**src/rtl/dut_pkg.sv**
```systemverilog
// Shared types and limits for the picoview probe-path pipeline.
// Holds the operation encoding and the legal latency range.
package dut_pkg;

    typedef enum logic [1:0] {
        DUT_ADD = 2'd0,
        DUT_SUB = 2'd1,
        DUT_XOR = 2'd2,
        DUT_ACC = 2'd3
    } dut_mode_t;

    localparam int MIN_LATENCY = 1;
    localparam int MAX_LATENCY = 8;

    // Width must split into two equal halves of at least two bits each.
    function automatic bit params_ok(int data_width, int latency);
        return (data_width >= 4) && ((data_width % 2) == 0) &&
               (latency >= MIN_LATENCY) && (latency <= MAX_LATENCY);
    endfunction

endpackage

```
**src/rtl/dut_pipeline_compute.sv**
```systemverilog
// Combinational stage-1 datapath: the selected operation on the two halves.
// The accumulator path applies clear first, then adds both halves.
module dut_compute
    import dut_pkg::*;
#(
    parameter int DATA_WIDTH = 32,
    parameter int H          = DATA_WIDTH / 2
) (
    input  logic [H-1:0]          upper_i,
    input  logic [H-1:0]          lower_i,
    input  logic [1:0]            mode_i,
    input  logic [DATA_WIDTH-1:0] acc_i,
    input  logic                  clear_acc_i,
    output logic [DATA_WIDTH-1:0] result_o,
    output logic                  carry_o,
    output logic [DATA_WIDTH-1:0] acc_next_o
);

    logic [DATA_WIDTH-1:0] u_ext;
    logic [DATA_WIDTH-1:0] l_ext;
    logic [DATA_WIDTH-1:0] half_sum;
    logic [DATA_WIDTH-1:0] acc_base;
    logic [DATA_WIDTH:0]   acc_sum;

    always_comb begin
        u_ext      = {{H{1'b0}}, upper_i};
        l_ext      = {{H{1'b0}}, lower_i};
        half_sum   = u_ext + l_ext;
        acc_base   = clear_acc_i ? '0 : acc_i;
        // One extra bit catches the wrap of the running sum.
        acc_sum    = {1'b0, acc_base} + {1'b0, half_sum};
        acc_next_o = acc_sum[DATA_WIDTH-1:0];

        result_o = '0;
        carry_o  = 1'b0;
        case (dut_mode_t'(mode_i))
            DUT_ADD: begin
                result_o = half_sum;
                carry_o  = half_sum[H];
            end
            DUT_SUB: begin
                result_o = u_ext - l_ext;
                carry_o  = (upper_i < lower_i);
            end
            DUT_XOR: begin
                result_o = u_ext ^ l_ext;
                carry_o  = 1'b0;
            end
            DUT_ACC: begin
                result_o = acc_sum[DATA_WIDTH-1:0];
                carry_o  = acc_sum[DATA_WIDTH];
            end
            default: begin
                result_o = '0;
                carry_o  = 1'b0;
            end
        endcase
    end

endmodule

```
**src/rtl/dut_pipeline.sv**
```systemverilog
// Pipelined probe-path DUT: compute in stage 1, then LATENCY-1 delay stages.
// Handshake: in_ready = advance = !out_valid | out_ready; the pipe shifts as one.
module dut_pipeline
    import dut_pkg::*;
#(
    parameter int DATA_WIDTH   = 32,
    parameter int LATENCY      = 2,
    parameter int SELECT_WIDTH = $clog2(DATA_WIDTH)
) (
    input  logic                    clk,
    input  logic                    rst_n,
    input  logic                    in_valid,
    output logic                    in_ready,
    input  logic [DATA_WIDTH-1:0]   dut_input,
    input  logic [1:0]              dut_mode,
    input  logic [SELECT_WIDTH-1:0] dut_signal_select,
    input  logic                    clear_acc,
    output logic                    out_valid,
    input  logic                    out_ready,
    output logic [DATA_WIDTH-1:0]   dut_result,
    output logic                    dut_output,
    output logic                    dut_carry
);

    localparam int H = DATA_WIDTH / 2;

    if (!params_ok(DATA_WIDTH, LATENCY)) begin : g_param_check
        $error("dut_pipeline: DATA_WIDTH must be even and >= 4, LATENCY in 1..8");
    end

    logic                  advance;
    logic                  accept;
    logic [DATA_WIDTH-1:0] acc_q;
    logic [DATA_WIDTH-1:0] acc_d;
    logic [DATA_WIDTH-1:0] comp_result;
    logic                  comp_carry;
    logic [DATA_WIDTH-1:0] comp_acc_next;

    logic                    valid_q  [LATENCY];
    logic [DATA_WIDTH-1:0]   result_q [LATENCY];
    logic [SELECT_WIDTH-1:0] sel_q    [LATENCY];
    logic                    carry_q  [LATENCY];

    assign advance  = !out_valid || out_ready;
    assign in_ready = advance;
    assign accept   = in_valid && advance;

    dut_compute #(
        .DATA_WIDTH (DATA_WIDTH),
        .H          (H)
    ) u_compute (
        .upper_i     (dut_input[DATA_WIDTH-1:H]),
        .lower_i     (dut_input[H-1:0]),
        .mode_i      (dut_mode),
        .acc_i       (acc_q),
        .clear_acc_i (clear_acc),
        .result_o    (comp_result),
        .carry_o     (comp_carry),
        .acc_next_o  (comp_acc_next)
    );

    // Clear applies on its own edge even when nothing is accepted.
    always_comb begin
        acc_d = acc_q;
        if (accept && (dut_mode == DUT_ACC)) begin
            acc_d = comp_acc_next;
        end else if (clear_acc) begin
            acc_d = '0;
        end
    end

    always_ff @(posedge clk or negedge rst_n) begin
        if (!rst_n) begin
            acc_q <= '0;
        end else begin
            acc_q <= acc_d;
        end
    end

    always_ff @(posedge clk or negedge rst_n) begin
        if (!rst_n) begin
            for (int i = 0; i < LATENCY; i++) begin
                valid_q[i]  <= 1'b0;
                result_q[i] <= '0;
                sel_q[i]    <= '0;
                carry_q[i]  <= 1'b0;
            end
        end else if (advance) begin
            valid_q[0]  <= accept;
            result_q[0] <= comp_result;
            sel_q[0]    <= dut_signal_select;
            carry_q[0]  <= comp_carry;
            for (int i = 1; i < LATENCY; i++) begin
                valid_q[i]  <= valid_q[i-1];
                result_q[i] <= result_q[i-1];
                sel_q[i]    <= sel_q[i-1];
                carry_q[i]  <= carry_q[i-1];
            end
        end
    end

    assign out_valid  = valid_q[LATENCY-1];
    assign dut_result = result_q[LATENCY-1];
    assign dut_carry  = carry_q[LATENCY-1];

    // Selects past the top bit (non power-of-two widths) read as 0.
    always_comb begin
        dut_output = 1'b0;
        if (32'(sel_q[LATENCY-1]) < DATA_WIDTH) begin
            dut_output = result_q[LATENCY-1][sel_q[LATENCY-1]];
        end
    end

endmodule

```
**config.mk**
```make
export PLATFORM = sky130hd
export DESIGN_NAME = dut_pipeline
export DESIGN_NICKNAME = d
export VERILOG_FILES = /design/src/rtl/dut_pkg.sv /design/src/rtl/dut_pipeline_compute.sv /design/src/rtl/dut_pipeline.sv
export SDC_FILE = /design/constraint.sdc
export NUM_CORES = 1
export LEC_CHECK = 0
export CORE_MARGIN = 5
export CORE_UTILIZATION = 40
export DETAILED_ROUTE_END_ITERATION = 12
export GPL_ROUTABILITY_DRIVEN = 0
export HOLD_SLACK_MARGIN = 0.1
export PLACE_DENSITY = 0.56
export SLEW_MARGIN = 15
export SYNTH_ARGS = -nofsm -noshare
export SYNTH_HDL_FRONTEND = slang
export SYNTH_SLANG_ARGS = --single-unit
```
**constraint.sdc**
```tcl
create_clock -name clk -period 3.7 [get_ports clk]
set_input_delay 0.37 -clock clk [delete_from_list [all_inputs] [get_ports clk]]
set_output_delay 0.37 -clock clk [all_outputs]
set_load 0.03 [all_outputs]
```
==> results.yml, run 1 <==
yosys:
  ys_ff_latch: 110
  yosysUniqueCellTypes: 85
  syn_inst: 959
  synth_nets: 1056
  synth.most_common_cell: "nand2_1"
  ys.flop_type: "dfrtp_1"
  netlist_area_um2: 8129
  syn_area_per_cell_um2: 8.477
  async_reset_ff_share_pct: 100.0
  synth_top_area_share_pct: 33.86
  yosysTopAreaCell: "dfrtp_1"
  synth_edf_count: 0
  ys_warn_count: 0
  synth_area_leaders: "dfrtp_1 (34%), nand2_1 (9.0%), ha_1 (7.7%)"
  seq_area_frac_synth_pct: 33.86
  synth_common_cells: "nand2_1 (194), dfrtp_1 (110), nor2_1 (66), a21oi_1 (53), ha_1 (50)"
timing:
  hold_violations: 0
  rsz0062_at_grt: "true"
  period_share_pct: 98.89
  max_freq_ghz: 0.2733
  setup_violations: 0
  timing.final.max_slew_violations: 0
  whs_ns: 0.07568
  worst_pin_slew_ns: 0.8347
  final.setup_skew_ns: 0.01089
  slew_headroom_pct: 43.92
  setup_slack_ns: 0.04089
  final.setup.tns_ns: 0
  period_minus_slack_ns: 3.659
route:
  drc_errors: 0
  vias: 7330
  firstDrtPassIters: 5
  wl_per_cell_um: 16.58
  drt-total-wl_mm: 23.15
  drtIter0Drc: 493
  via_per_inst: 5.251
  ant_nets: 0
cts:
  clock_latency_ns: 0.36
  cts_tree: "done"
  clock_path_buffers: 2
  cts_made_buffers: 9
  clkSinkCount: 110
  clk_pin_slew_ns: 0.07
  h-tree-depth: 3
  clockRootBuffer: "clkbuf_16"
place:
  port_buffers: 79
  dpl.hpwl_mm: 17.44
  post-place-ws_ns: -0.9084
global_routing:
  grt_antenna_before_repair: 0
  grt_pass1_wl_mm: 37.42
  grt_usage_pct: 19.44
  grt_pass1_vias: 7216
  grt-ovfl-total: 0
  grt_max_degree: 63
pwr:
  ir_worst_vdd_uv: 206.7
  powerDensity_nw_per_um2: 387.0
  leakagePower_uw: 0.005050
floorplan:
  start_util_pct: 40.43
  fp-row-count: 52
  core_area_um2: 20100
  die_area_um2: 23270
  io_pins: 80
  die_w_um: 152.6
  die_h_um: 152.6
worst_setup_path:
  start_kind: "input port"
  worstPathArrival_ns: 3.95
  end_kind: "register"
  r2r_end: "result_q[44]"
  reg2reg_from: "acc_q[0]"
  crit_fanout: 6
  ff2ff_path_depth: 12
  critPathRequiredTime_ns: 4.00
  startpoint: "dut_input[16]"
  crit_end: "result_q[57]"
  worstSetupPathType: "in -> reg"
  r2r_slack_ns: 0.89
cells_and_area:
  drive_above_1_share_pct: 27.09
  synthToLayoutAreaGrowth_pct: 32.85
  multi_input_area_um2: 5298
  fin_util_pct: 53.72
  final_nets: 1219
  num_antenna_cells: 0
  seq_area_um2: 2753
  n_fill_cell: 1849
run_status:
  status: "completed"
run:
  drv_cap: 0
hold_path:
  hold_class: "in -> async"
-- final cells by class --
class	count	area share [%]
Clock buffer	10	2.120
Clock inverter	5	0.3939
Inverter	43	1.541
Multi-Input combinational cell	725	49.06
Sequential cell	110	25.49
Tap cell	270	3.128
Timing Repair Buffer	233	18.27
-- registers in the layout, indices dropped and copies added, names as in the netlist --
name	count
dut_result	32
acc_q	32
dut_carry	1
out_valid	1
carry_q	1
sel_q	10
valid_q	1
result_q	32
-- where the power goes --
group,internal (uW),switching (uW),total (uW)
registers,1370,153,1520
logic,824,899,1720
clock network,461,472,933
total,2650,1520,4180
-- per-stage QoR --
step	total power [uW]	std cells	cell area, um2
3_3_place_gp	3090	1353	9781
4_1_cts	4111	1383	10380
2_1_floorplan	2529	959	8163
3_5_place_dp	3104	1353	9781
6_report	4179	1396	10800
5_1_grt	4429	1396	10800
-- layout by cell type, fill, tap and decap left out, types with 7 or more instances in the layout --
| cell type | synthesis | layout |
|---|---|---|
| a211oi_1 | 7 | 7 |
| a21o_1 | 26 | 25 |
| a21oi_1 | 53 | 44 |
| a21oi_2 | 2 | 8 |
| and3_1 | 12 | 11 |
| buf_4 | 33 | 144 |
| buf_6 | 1 | 12 |
| clkbuf_16 | 0 | 9 |
| clkdlybuf4s50_1 | 0 | 59 |
| dfrtp_1 | 110 | 110 |
| dlygate4sd2_1 | 0 | 8 |
| ha_1 | 50 | 32 |
| ha_4 | 0 | 13 |
| inv_1 | 40 | 28 |
| inv_2 | 1 | 12 |
| mux2_2 | 8 | 8 |
| mux4_2 | 11 | 11 |
| nand2_1 | 194 | 193 |
| nand2b_1 | 13 | 12 |
| nand3_1 | 16 | 13 |
| nand4_1 | 14 | 14 |
| nor2_1 | 66 | 55 |
| nor2_2 | 0 | 7 |
| nor2b_1 | 33 | 31 |
| o211ai_1 | 11 | 11 |
| o21ai_0 | 45 | 33 |
| o21ai_1 | 2 | 9 |
| xnor2_1 | 29 | 24 |
| xor2_1 | 23 | 23 |
-- kinds of logic (layout without fill, tap and decap cells) --
family	count (synthesis)	after routing	share of synthesized area [%]
mux	21	21	4.402
fa+ha+maj	53	53	8.435
simple gates	381	381	21.13
flops	110	110	33.86
buf+inv	124	291	7.680
xor+xnor	52	52	5.603
compound gates	218	218	18.89
-- critical path: stages --
cell and delay [ns]:
buf_8 0.08, ha_4 0.12, inv_2 0.03, fa_2 0.34, or2_4 0.28, a221oi_4 0.31, o21ai_1 0.12, o21ba_2 0.24
nor2_4 0.10, nor2_2 0.04, o21bai_1 0.14, xnor2_1 0.10, ha_1 0.35, nand4_1 0.13, buf_4 0.17, o211ai_4 0.26
nand3_2 0.15, or4_1 0.53, nand3_1 0.08
-- layer usage --
metal	global-route usage, %	vias up	wire length [um]
met4	4.328	0	246
met5	0	-	0
met1	27.74	3547	11180
met2	31.39	146	10830
li1	-	3617	-
met3	3.011	20	887
-- what timing repair did --
item | CTS | global route
buffers inserted | 15 | 13
setup endpoints to repair | 46 | 39
hold buffers | 0 | 0
pin swaps | 41 | 62
gates resized for setup | 88 | 78
-- how the worst min path moves through the flow --
stage | slack [ns] | startpoint | cells past startpoint | to
after floorplan | 0.07 | rst_n | 0 | acc_q[0]
after global placement | 0.45 | result_q[35] | 2 | result_q[35]
after detailed placement | 0.46 | result_q[35] | 2 | result_q[35]
after CTS | 0.12 | rst_n | 1 | dut_result[24]
after global routing | 0.13 | rst_n | 1 | dut_result[28]
final | 0.08 | rst_n | 1 | dut_result[28]
Note: power is estimated with default switching activity, not from simulation.
==> inputs of run 2 (changes only) <==
CORE_UTILIZATION = 45   (was 40)
HOLD_SLACK_MARGIN = default   (was 0.1)
PLACE_DENSITY = 0.65   (was 0.56)
clock period = 3.3 ns   (was 3.7 ns; I/O delays follow)
==> run 2 against run 1 <==
The run now ends with negative setup slack left. Clock-buffer cell count unchanged. Sequential power up 12%. Total power up 14%. Register-to-register slack worse by 0.53 ns. Via count up 3.8%. Non-clock buffer count up 22. Critical path type unchanged.
==> results.yml, run 2 (synthesis results as in run 1) <==
route:
  ant_nets: 0
  drc_errors: 0
  via_per_inst: 5.527
  drtIter0Drc: 557
  vias: 7611
  firstDrtPassIters: 5
  wl_per_cell_um: 17.29
  drt-total-wl_mm: 23.81
cts:
  clock_latency_ns: 0.36
  clk_pin_slew_ns: 0.07
  cts_tree: "done"
  clockRootBuffer: "clkbuf_16"
  clkSinkCount: 110
  hold_buffers: 0
  cts_made_buffers: 9
  h-tree-depth: 3
  clock_path_buffers: 2
pwr:
  leakagePower_uw: 0.005234
  ir_worst_vdd_uv: 490.4
  p_total_uw: 4771
  powerDensity_nw_per_um2: 427.6
global_routing:
  grt-ovfl-total: 0
  grt_pass1_wl_mm: 37.90
  grt_pass1_vias: 7311
  top_usage_layer: "met2"
  grtUsageMet2_pct: 37.55
  use_met1_pct: 31.15
  grt_use_met3_pct: 3.935
  grt_usage_pct: 22.60
  grt_max_degree: 55
  grt_antenna_before_repair: 0
run_status:
  status: "finished with violations"
  violations: "negative setup slack"
cells_and_area:
  fin_util_pct: 62.33
  drive_above_1_share_pct: 30.66
  num_antenna_cells: 0
  final_common_cell: "nand2_1"
  final_nets: 1241
  stdcell_area_um2: 11160
  layout_common_cells: "nand2_1 (188), buf_4 (154), dfrtp_1 (110), clkdlybuf4s50_1 (58), nor2_1 (56)"
  synthToLayoutAreaGrowth_pct: 37.26
timing:
  timing.final.max_slew_violations: 0
  period_minus_slack_ns: 3.668
  setup_violations: 40
  slew_headroom_pct: 48.38
  max_freq_ghz: 0.2726
  final.setup.tns_ns: -8.061
  hold_violations: 0
  period_share_pct: 111.2
  rsz0062_at_grt: "true"
  final.setup_skew_ns: 0.008736
  setup_slack_ns: -0.3681
  worst_pin_slew_ns: 0.7683
worst_setup_path:
  start_kind: "input port"
  critPathMaxStageDelay_ns: 0.42
  path_buf_inv: 6
  crit_family: "compound AO/OA/AOI/OAI gates"
  crit_fanout: 5
  critPathRequiredTime_ns: 3.54
  worstSetupPathType: "in -> reg"
  end_kind: "register"
  path_cells: "buf_8 -> ha_4 -> inv_2 -> fa_2 -> or2_4 -> a221oi_4 -> buf_4 -> o211ai_1 -> buf_4 -> nand2_1 -> xnor2_1 -> ha_1 -> nand2_1 -> o21ai_1 -> o21ai_2 -> a211oi_4 -> buf_6 -> buf_6 -> nand4_1 -> xnor2_1"
  worstPathArrival_ns: 3.91
  crit_slowest_cell: "ha_1"
place:
  port_buffers: 79
  dpl.hpwl_mm: 16.99
  placed_cell_area_um2: 9824
  post-place-ws_ns: -1.212
floorplan:
  core_area_um2: 17900
  io_pins: 80
  fp-row-count: 49
  die_area_um2: 20850
  die_h_um: 144.4
  die_w_um: 144.4
  start_util_pct: 45.41
run:
  drv_cap: 0
hold_path:
  hold_class: "in -> async"
## run 2: cell types whose count changed in the layout (fill, tap and decap cells not counted), moves of 4 or more
cell,before,now
buf_6,12,26
buf_4,144,154
nand2_1,193,188
nand3_1,13,9
xor2_1,23,18
o21ai_0,33,26
xor2_2,0,4
o21ai_1,9,14
nand2_2,1,6
## run 2: per-stage QoR
| stage | cells | hold WS [ns] |
|---|---|---|
| floorplan | 959 | 0.03441 |
| detailed placement | 1318 | 0.4384 |
| CTS | 1363 | 0.05214 |
| global route | 1377 | 0.05879 |
| finish | 1377 | 0.01842 |
| global placement | 1318 | 0.4355 |
## run 2: worst paths after layout
kind	startpoint	end	slack, ns	cells past startpoint
max in group asynchronous	rst_n	dut_result[11]	2.49	2
hold reg to reg	sel_q[9]	sel_q[9]	0.47	2
hold / removal	rst_n	dut_result[28]	0.02	1
setup / recovery	dut_input[16]	acc_q[28]	-0.37	20
setup reg to reg	acc_q[0]	acc_q[28]	0.36	14
min in group clk	sel_q[9]	sel_q[9]	0.47	2
## run 2: area by class of cell
type	instances	area [um2]
Multi-Input combinational cell	725	5499
Clock buffer	10	229.0
Fill cell	1536	6744
Timing Repair Buffer	255	2183
Sequential cell	110	2753
Inverter	43	166.4
Clock inverter	5	41.29
Tap cell	229	286.5
## run 2: what timing repair did
action | CTS | global route
setup buffers | 32 | 14
gates cloned | 0 | 0
resized for setup | 124 | 80
pin swaps | 71 | 55
endpoints found under the setup margin | 49 | 47
## run 2: metal layers
| metal | up-vias | part of all wire (%) |
|---|---|---|
| met3 | 42 | 4.5 |
| met4 | 0 | 2.0 |
| met5 | - | 0 |
| met2 | 191 | 49 |
| li1 | 3644 | - |
| met1 | 3734 | 44 |
## run 2: report_power, final
part,switching (uW),leakage [uW],total (uW),internal (uW)
Sequential,162,0.00142,1700,1540
Combinational,1060,0.00369,2030,970
Clock,527,0.000126,1040,517
Total,1750,0.00523,4770,3020
